`src/rtl/mult_arbiter_if.sv`:
```
// Request, response and multiplier-side signals for the shared multiplier arbiter.
// The master modport is the arbiter's view; the slave modport is the environment's view.
interface mult_arbiter_if #(
  parameter int unsigned OP_WIDTH = 16
);
  logic                  req0_valid;
  logic [OP_WIDTH-1:0]   req0_a;
  logic [OP_WIDTH-1:0]   req0_b;
  logic                  req0_ready;
  logic                  req1_valid;
  logic [OP_WIDTH-1:0]   req1_a;
  logic [OP_WIDTH-1:0]   req1_b;
  logic                  req1_ready;

  logic                  rsp0_valid;
  logic                  rsp0_ready;
  logic                  rsp1_valid;
  logic                  rsp1_ready;
  logic [2*OP_WIDTH-1:0] rsp_result;
  logic                  rsp_err;

  logic                  mul_start;
  logic [OP_WIDTH-1:0]   mul_a;
  logic [OP_WIDTH-1:0]   mul_b;
  logic                  mul_done;
  logic [2*OP_WIDTH-1:0] mul_result;

  modport master (
    input  req0_valid, req0_a, req0_b, req1_valid, req1_a, req1_b,
    output req0_ready, req1_ready,
    output rsp0_valid, rsp1_valid, rsp_result, rsp_err,
    input  rsp0_ready, rsp1_ready,
    output mul_start, mul_a, mul_b,
    input  mul_done, mul_result
  );

  modport slave (
    output req0_valid, req0_a, req0_b, req1_valid, req1_a, req1_b,
    input  req0_ready, req1_ready,
    input  rsp0_valid, rsp1_valid, rsp_result, rsp_err,
    output rsp0_ready, rsp1_ready,
    input  mul_start, mul_a, mul_b,
    output mul_done, mul_result
  );
endinterface

```
`src/rtl/mult_arbiter.sv`:
```
// Round-robin arbiter sharing one multi-cycle multiplier between two requesters,
// with a watchdog that aborts a hung multiplication and reports it as an error response.
module mult_arbiter #(
  parameter int unsigned OP_WIDTH       = 16,
  parameter int unsigned TIMEOUT_CYCLES = 64,
  parameter int unsigned CNT_WIDTH      = 8
) (
  input  logic                 clk,
  input  logic                 reset,
  mult_arbiter_if.master       bus_io,
  output logic                 grant_id_o,
  output logic                 busy_o,
  output logic [CNT_WIDTH-1:0] timeout_count_o
);

  localparam int unsigned PW      = 2 * OP_WIDTH;
  localparam int unsigned WdWidth = $clog2(TIMEOUT_CYCLES);
  localparam logic [WdWidth-1:0] WdLast = WdWidth'(TIMEOUT_CYCLES - 1);

  typedef enum logic [1:0] {StIdle, StLaunch, StWait, StResp} state_e;

  state_e state_q, state_d;

  logic                 last_grant_q, last_grant_d;
  logic                 grant_q, grant_d;
  logic                 busy_q, busy_d;
  logic                 mul_start_q, mul_start_d;
  logic                 rsp0_valid_q, rsp0_valid_d;
  logic                 rsp1_valid_q, rsp1_valid_d;
  logic                 rsp_err_q, rsp_err_d;
  logic [OP_WIDTH-1:0]  mul_a_q, mul_a_d;
  logic [OP_WIDTH-1:0]  mul_b_q, mul_b_d;
  logic [PW-1:0]        rsp_result_q, rsp_result_d;
  logic [WdWidth-1:0]   wdog_q, wdog_d;
  logic [CNT_WIDTH-1:0] tcnt_q, tcnt_d;

  logic is_idle, pick0, pick1, accept, wd_expired, rsp_ack;

  // On a tie, the requester that was not served last wins.
  assign is_idle    = (state_q == StIdle);
  assign pick1      = bus_io.req1_valid & (~bus_io.req0_valid | ~last_grant_q);
  assign pick0      = bus_io.req0_valid & ~pick1;
  assign accept     = is_idle & (pick0 | pick1);
  assign wd_expired = (wdog_q == WdLast);
  assign rsp_ack    = grant_q ? bus_io.rsp1_ready : bus_io.rsp0_ready;

  assign bus_io.req0_ready = is_idle & pick0;
  assign bus_io.req1_ready = is_idle & pick1;
  assign bus_io.rsp0_valid = rsp0_valid_q;
  assign bus_io.rsp1_valid = rsp1_valid_q;
  assign bus_io.rsp_result = rsp_result_q;
  assign bus_io.rsp_err    = rsp_err_q;
  assign bus_io.mul_start  = mul_start_q;
  assign bus_io.mul_a      = mul_a_q;
  assign bus_io.mul_b      = mul_b_q;
  assign grant_id_o        = grant_q;
  assign busy_o            = busy_q;
  assign timeout_count_o   = tcnt_q;

  always_ff @(posedge clk or negedge reset) begin
    if (!reset) begin
      state_q      <= StIdle;
      last_grant_q <= 1'b1;
      grant_q      <= 1'b0;
      busy_q       <= 1'b0;
      mul_start_q  <= 1'b0;
      rsp0_valid_q <= 1'b0;
      rsp1_valid_q <= 1'b0;
      rsp_err_q    <= 1'b0;
      mul_a_q      <= '0;
      mul_b_q      <= '0;
      rsp_result_q <= '0;
      wdog_q       <= '0;
      tcnt_q       <= '0;
    end else begin
      state_q      <= state_d;
      last_grant_q <= last_grant_d;
      grant_q      <= grant_d;
      busy_q       <= busy_d;
      mul_start_q  <= mul_start_d;
      rsp0_valid_q <= rsp0_valid_d;
      rsp1_valid_q <= rsp1_valid_d;
      rsp_err_q    <= rsp_err_d;
      mul_a_q      <= mul_a_d;
      mul_b_q      <= mul_b_d;
      rsp_result_q <= rsp_result_d;
      wdog_q       <= wdog_d;
      tcnt_q       <= tcnt_d;
    end
  end

  always_comb begin
    state_d = state_q;
    case (state_q)
      StIdle:   if (accept) state_d = StLaunch;
      StLaunch: state_d = StWait;
      StWait:   if (bus_io.mul_done || wd_expired) state_d = StResp;
      StResp:   if (rsp_ack) state_d = StIdle;
      default:  state_d = StIdle;
    endcase
  end

  always_comb begin
    last_grant_d = last_grant_q;
    grant_d      = grant_q;
    mul_a_d      = mul_a_q;
    mul_b_d      = mul_b_q;
    rsp_result_d = rsp_result_q;
    rsp_err_d    = rsp_err_q;
    wdog_d       = wdog_q;
    tcnt_d       = tcnt_q;
    mul_start_d  = 1'b0;
    busy_d       = (state_d != StIdle);
    rsp0_valid_d = (state_d == StResp) & ~grant_q;
    rsp1_valid_d = (state_d == StResp) & grant_q;
    case (state_q)
      StIdle: begin
        if (accept) begin
          grant_d      = pick1;
          last_grant_d = pick1;
          mul_a_d      = pick1 ? bus_io.req1_a : bus_io.req0_a;
          mul_b_d      = pick1 ? bus_io.req1_b : bus_io.req0_b;
          mul_start_d  = 1'b1;
        end
      end
      StWait: begin
        // A completion landing on the last watchdog cycle still counts as success.
        if (bus_io.mul_done) begin
          rsp_result_d = bus_io.mul_result;
          rsp_err_d    = 1'b0;
        end else if (wd_expired) begin
          rsp_result_d = '0;
          rsp_err_d    = 1'b1;
          if (tcnt_q != '1) tcnt_d = tcnt_q + CNT_WIDTH'(1);
        end else begin
          wdog_d = wdog_q + WdWidth'(1);
        end
      end
      StResp: begin
        if (rsp_ack) wdog_d = '0;
      end
      default: ;
    endcase
  end

endmodule

```
`src/flat_wrapper.sv`:
```
// flat-port wrapper written by rule: the top's interface ports become plain ports
module mult_arbiter_flat 
#(
  parameter int unsigned OP_WIDTH       = 16,
  parameter int unsigned TIMEOUT_CYCLES = 64,
  parameter int unsigned CNT_WIDTH      = 8
)
  (clk, reset, grant_id_o, busy_o, timeout_count_o, bus_io_req0_valid, bus_io_req0_a, bus_io_req0_b, bus_io_req1_valid, bus_io_req1_a, bus_io_req1_b, bus_io_req0_ready, bus_io_req1_ready, bus_io_rsp0_valid, bus_io_rsp1_valid, bus_io_rsp_result, bus_io_rsp_err, bus_io_rsp0_ready, bus_io_rsp1_ready, bus_io_mul_start, bus_io_mul_a, bus_io_mul_b, bus_io_mul_done, bus_io_mul_result);
  mult_arbiter_if #(.OP_WIDTH(OP_WIDTH)) bus_io_i ();
  input  logic clk;
  input  logic reset;
  output logic grant_id_o;
  output logic busy_o;
  output logic [CNT_WIDTH-1:0] timeout_count_o;
  input wire logic [$bits(bus_io_i.req0_valid)-1:0] bus_io_req0_valid;
  input wire logic [$bits(bus_io_i.req0_a)-1:0] bus_io_req0_a;
  input wire logic [$bits(bus_io_i.req0_b)-1:0] bus_io_req0_b;
  input wire logic [$bits(bus_io_i.req1_valid)-1:0] bus_io_req1_valid;
  input wire logic [$bits(bus_io_i.req1_a)-1:0] bus_io_req1_a;
  input wire logic [$bits(bus_io_i.req1_b)-1:0] bus_io_req1_b;
  output wire logic [$bits(bus_io_i.req0_ready)-1:0] bus_io_req0_ready;
  output wire logic [$bits(bus_io_i.req1_ready)-1:0] bus_io_req1_ready;
  output wire logic [$bits(bus_io_i.rsp0_valid)-1:0] bus_io_rsp0_valid;
  output wire logic [$bits(bus_io_i.rsp1_valid)-1:0] bus_io_rsp1_valid;
  output wire logic [$bits(bus_io_i.rsp_result)-1:0] bus_io_rsp_result;
  output wire logic [$bits(bus_io_i.rsp_err)-1:0] bus_io_rsp_err;
  input wire logic [$bits(bus_io_i.rsp0_ready)-1:0] bus_io_rsp0_ready;
  input wire logic [$bits(bus_io_i.rsp1_ready)-1:0] bus_io_rsp1_ready;
  output wire logic [$bits(bus_io_i.mul_start)-1:0] bus_io_mul_start;
  output wire logic [$bits(bus_io_i.mul_a)-1:0] bus_io_mul_a;
  output wire logic [$bits(bus_io_i.mul_b)-1:0] bus_io_mul_b;
  input wire logic [$bits(bus_io_i.mul_done)-1:0] bus_io_mul_done;
  input wire logic [$bits(bus_io_i.mul_result)-1:0] bus_io_mul_result;
  assign bus_io_i.req0_valid = bus_io_req0_valid;
  assign bus_io_i.req0_a = bus_io_req0_a;
  assign bus_io_i.req0_b = bus_io_req0_b;
  assign bus_io_i.req1_valid = bus_io_req1_valid;
  assign bus_io_i.req1_a = bus_io_req1_a;
  assign bus_io_i.req1_b = bus_io_req1_b;
  assign bus_io_req0_ready = bus_io_i.req0_ready;
  assign bus_io_req1_ready = bus_io_i.req1_ready;
  assign bus_io_rsp0_valid = bus_io_i.rsp0_valid;
  assign bus_io_rsp1_valid = bus_io_i.rsp1_valid;
  assign bus_io_rsp_result = bus_io_i.rsp_result;
  assign bus_io_rsp_err = bus_io_i.rsp_err;
  assign bus_io_i.rsp0_ready = bus_io_rsp0_ready;
  assign bus_io_i.rsp1_ready = bus_io_rsp1_ready;
  assign bus_io_mul_start = bus_io_i.mul_start;
  assign bus_io_mul_a = bus_io_i.mul_a;
  assign bus_io_mul_b = bus_io_i.mul_b;
  assign bus_io_i.mul_done = bus_io_mul_done;
  assign bus_io_i.mul_result = bus_io_mul_result;
  mult_arbiter #(.OP_WIDTH(OP_WIDTH), .TIMEOUT_CYCLES(TIMEOUT_CYCLES), .CNT_WIDTH(CNT_WIDTH)) u_core (.clk(clk), .reset(reset), .bus_io(bus_io_i), .grant_id_o(grant_id_o), .busy_o(busy_o), .timeout_count_o(timeout_count_o));
endmodule
```
`config.mk`:
```
export PLATFORM = sky130hd
export DESIGN_NAME = mult_arbiter_flat
export DESIGN_NICKNAME = d
export VERILOG_FILES = /design/src/rtl/mult_arbiter_if.sv /design/src/rtl/mult_arbiter.sv /design/src/flat_wrapper.sv
export SDC_FILE = /design/constraint.sdc
export NUM_CORES = 1
export LEC_CHECK = 0
export CORE_MARGIN = 2
export CORE_UTILIZATION = 44
export DETAILED_ROUTE_END_ITERATION = 10
export PLACE_DENSITY_LB_ADDON = 0.2
export SYNTH_ARGS = -nofsm -noshare
export SYNTH_HDL_FRONTEND = slang
export SYNTH_SLANG_ARGS = --single-unit
```
`constraint.sdc`:
```
create_clock -name clk -period 2.6 [get_ports clk]
set_clock_uncertainty 0.1 [all_clocks]
set_input_delay 0.26 -clock clk [delete_from_list [all_inputs] [get_ports clk]]
set_output_delay 0.26 -clock clk [all_outputs]
set_load 0.01 [all_outputs]
```
==> impl_results.md <==
- Flops & latches, synth: 87
- PortBufs: 182
- Setup_tns: 0 ps
- Core region area: 0.00826 mm2
- Max FO, Critical Path: 7
- Max-cap viol count: 0
- Sw frac: 0.335
- Area Overhead vs Synth: 56.0%
- Post-synthesis net count: 421
- Switching power: 1.95 mW
- Area taken by multi-input logic gates: 0.00148 mm2
- Power per standard cell area: 990 mW/mm2
- Slowest stage delay, CP: 540 ps
- Die Ht: 96.6 um
- Grt ovf: 0
- Yosys warning count: 0
- WL/cell: 16.1 um
- Critical Path AT: 1910 ps
- Clock transition at the registers of the reported paths: 90 ps
- Largest net degree at the start of global routing: 49
- Int Power: 3.87 mW
- Cell Rows: 33
- Vias per cell: 5.13
- Vias in the first global route: 3000
- Nets: 604
- CP delay by family, top: simple AND/OR/NAND/NOR gates
- ANT nets after route: 0
- Post-synthesis sequential area ratio: 0.577
- Clock network fraction of design power: 0.160
- Detailed-route via count: 3126
- Fillers: 626
- Slew Viols, Final: 0
- Post-synth EDFFs: 0
- Global Route Usage Sum: 0.207
- Mapped cell area: 0.00377 mm2
- Syn_area_per_cell: 11.9 um2
- Worst Path Required: 2240 ps
- Non-Filler Instances: 609
- # DRC: 0
- Leading area contributor after synthesis: dfrtp_1
- Worst-path cell chain: nor2_2 > nand2_1 > nor2_1 > clkdlybuf4s50_1
- Synth top area share: 0.570
- Final WL: 9.79 mm
- TritonCTS Buffers: 9
- CP Class: reg2out
- Detail Placement HPWL: 7.30 mm
- Async set-reset flop share out of synthesis: 1.00
- Core Util, Final: 0.713
- Post-DP Area: 0.00568 mm2
- Final Wtd Congestion: 0.778
- Setup repair bufs after CTS: 0
- Worst slew pin tran: 522 ps
- Clock tree buffer depth: 2
- Final period utilization: 0.874
- Mapped Cells: 316
- Sequential Power Share: 0.387
- Router iterations before antenna repair: 4
- Initial antenna violation count: 0
- Outcome: finished clean
- Crit-path slowest cell: clkdlybuf4s50_1
- Yosys cell types: 44
- Worst hold path type: in2async
- Combinational share of power: 0.453
- Total I/O pin count: 183
- Critical path buffers and inverters: 1
- Final setup margin: 328 ps
- Post-Place Cells: 592
- Final Cell Area: 0.00588 mm2
- Post-placement setup slack: 545 ps
- TritonCTS clock tree: done
- IR drop worst, VDD: 584 uV
- Final-report setup violation count: 0
- Min Tclk post-route: 2270 ps
- Startpoint type of the worst setup path: flop
- Global-route wire length before repair: 14.7 mm
- Launch point of the worst reg-to-reg path: u_core.wdog_q[0]$_DFFE_PN0P_
- N_diodes: 0
- Clock Root Buffer: clkbuf_8
- Hold_buf cts: 1
- Post-cts resize count: 0
- CP startpoint: u_core.state_q[0]$_DFF_PN0_
- Setup crit end kind: output pin
- Initial Utilization: 0.457
- Slew HR: 0.652
- Die ar.: 0.00933 mm2
- RSZ-0062 raised after global routing: false
- Commonest non-fill, non-tap cells in the layout: 181 x clkdlybuf4s50_1, 86 x dfrtp_1, 43 x nor2_1, 36 x a21oi_1, 34 x mux2i_1
- Synth top area cells: dfrtp_1 57%, mux2i_1 9.0%, a22o_1 7.4%, a21oi_1 4.8%, nor2_1 4.3%
- CTS sink count: 87
- Most common cell after layout, fill and taps aside: clkdlybuf4s50_1
- Predominant post-synthesis flop cell: dfrtp_1
- H-tree Lvls: 3
- Final Hold Fails: 0
- Share of cells above drive strength 1: 0.0754
- Sequential Area: 0.00218 mm2
- Static leakage: 2.52 nW
- Die width: 96.6 um
- Drt initial violations: 130
- F_max: 440 MHz
- Insertion delay to the later sink of the worst-skew pair: 340 ps
-- per-layer routing --
metal / global-route usage / wire length (um)
met5: 0 / 0
met4: 0.0716 / 190
met3: 0.0869 / 1120
met2: 0.341 / 4640
met1: 0.245 / 3850
-- worst paths after layout --
path                                                             to  slack (ps)  cells after the start
setup reg to reg            u_core.bus_io.rsp_result[3]$_DFFE_PN0P_         710                      5
hold / removal                         u_core.wdog_q[2]$_DFFE_PN0P_         340                      2
max in group asynchronous  u_core.bus_io.rsp_result[12]$_DFFE_PN0P_        1430                      3
min in group clk              u_core.timeout_count_o[7]$_DFFE_PN0P_         400                      1
setup / recovery                                  bus_io_req0_ready         330                      4
hold reg to reg               u_core.timeout_count_o[7]$_DFFE_PN0P_         400                      1
-- layout make-up --
cell class,instances,area share
well taps,105,0.0223
clock inverters,6,0.0119
inverters,2,0.00128
flip-flops and latches,87,0.370
clock buffers,10,0.0217
multi-input cells,209,0.251
repair buffers,190,0.322
-- cell families after synthesis --
logic type                 synth area share
muxes                                0.0962
DFF                                   0.577
adders and majority gates           0.00663
AOI/OAI and AO/OA                     0.147
xor gates and xnor gates             0.0186
and+or+nand+nor                       0.119
buffers and inverters                0.0348
-- synth_stat cells (all sizes together), types with 3 or more instances --
library cell	n
o21ai	3
a21oi	36
nand3	4
nand2	10
xor2	7
nand4	5
buf	18
mux2i	34
nor2	45
a22o	32
nor3	5
dfrtp	86
-- state kept, by name, summed over array words and instances (netlist names) --
| name | count |
|---|---|
| u_core.grant_id_o | 1 |
| u_core.state_q | 2 |
| u_core.bus_io.rsp0_valid | 1 |
| u_core.timeout_count_o | 8 |
| u_core.bus_io.rsp_result | 32 |
| u_core.bus_io.rsp_err | 1 |
| u_core.busy_o | 1 |
| u_core.bus_io.mul_b | 16 |
| u_core.last_grant_q | 1 |
| u_core.bus_io.mul_a | 16 |
| u_core.bus_io.mul_start | 1 |
| u_core.bus_io.rsp1_valid | 1 |
| u_core.wdog_q | 6 |
-- through the flow --
stage | total power, mW | hold WS, ps
6_report | 5.83 | 336
5_1_grt | 6.22 | 371
4_1_cts | 5.90 | 350
3_5_place_dp | 4.94 | 172
3_3_place_gp | 4.86 | 172
2_1_floorplan | 3.48 | -136
-- worst reg2reg max path: cells and delay by family (launching register included) --
family          cells  cell delay (ps)
fa+ha+maj           1              260
flops               1              420
compound gates      1              230
simple gates        3              810
-- power groups by stage --
stage | Sequential, mW | Combinational (mW) | Clock, mW
2_1_floorplan | 2.48 | 0.994 | 0
3_3_place_gp | 2.25 | 2.61 | 0
3_5_place_dp | 2.28 | 2.66 | 0
4_1_cts | 2.26 | 2.68 | 0.962
5_1_grt | 2.32 | 2.88 | 1.02
6_report | 2.25 | 2.64 | 0.930
Note: power is estimated with default switching activity, not from simulation.
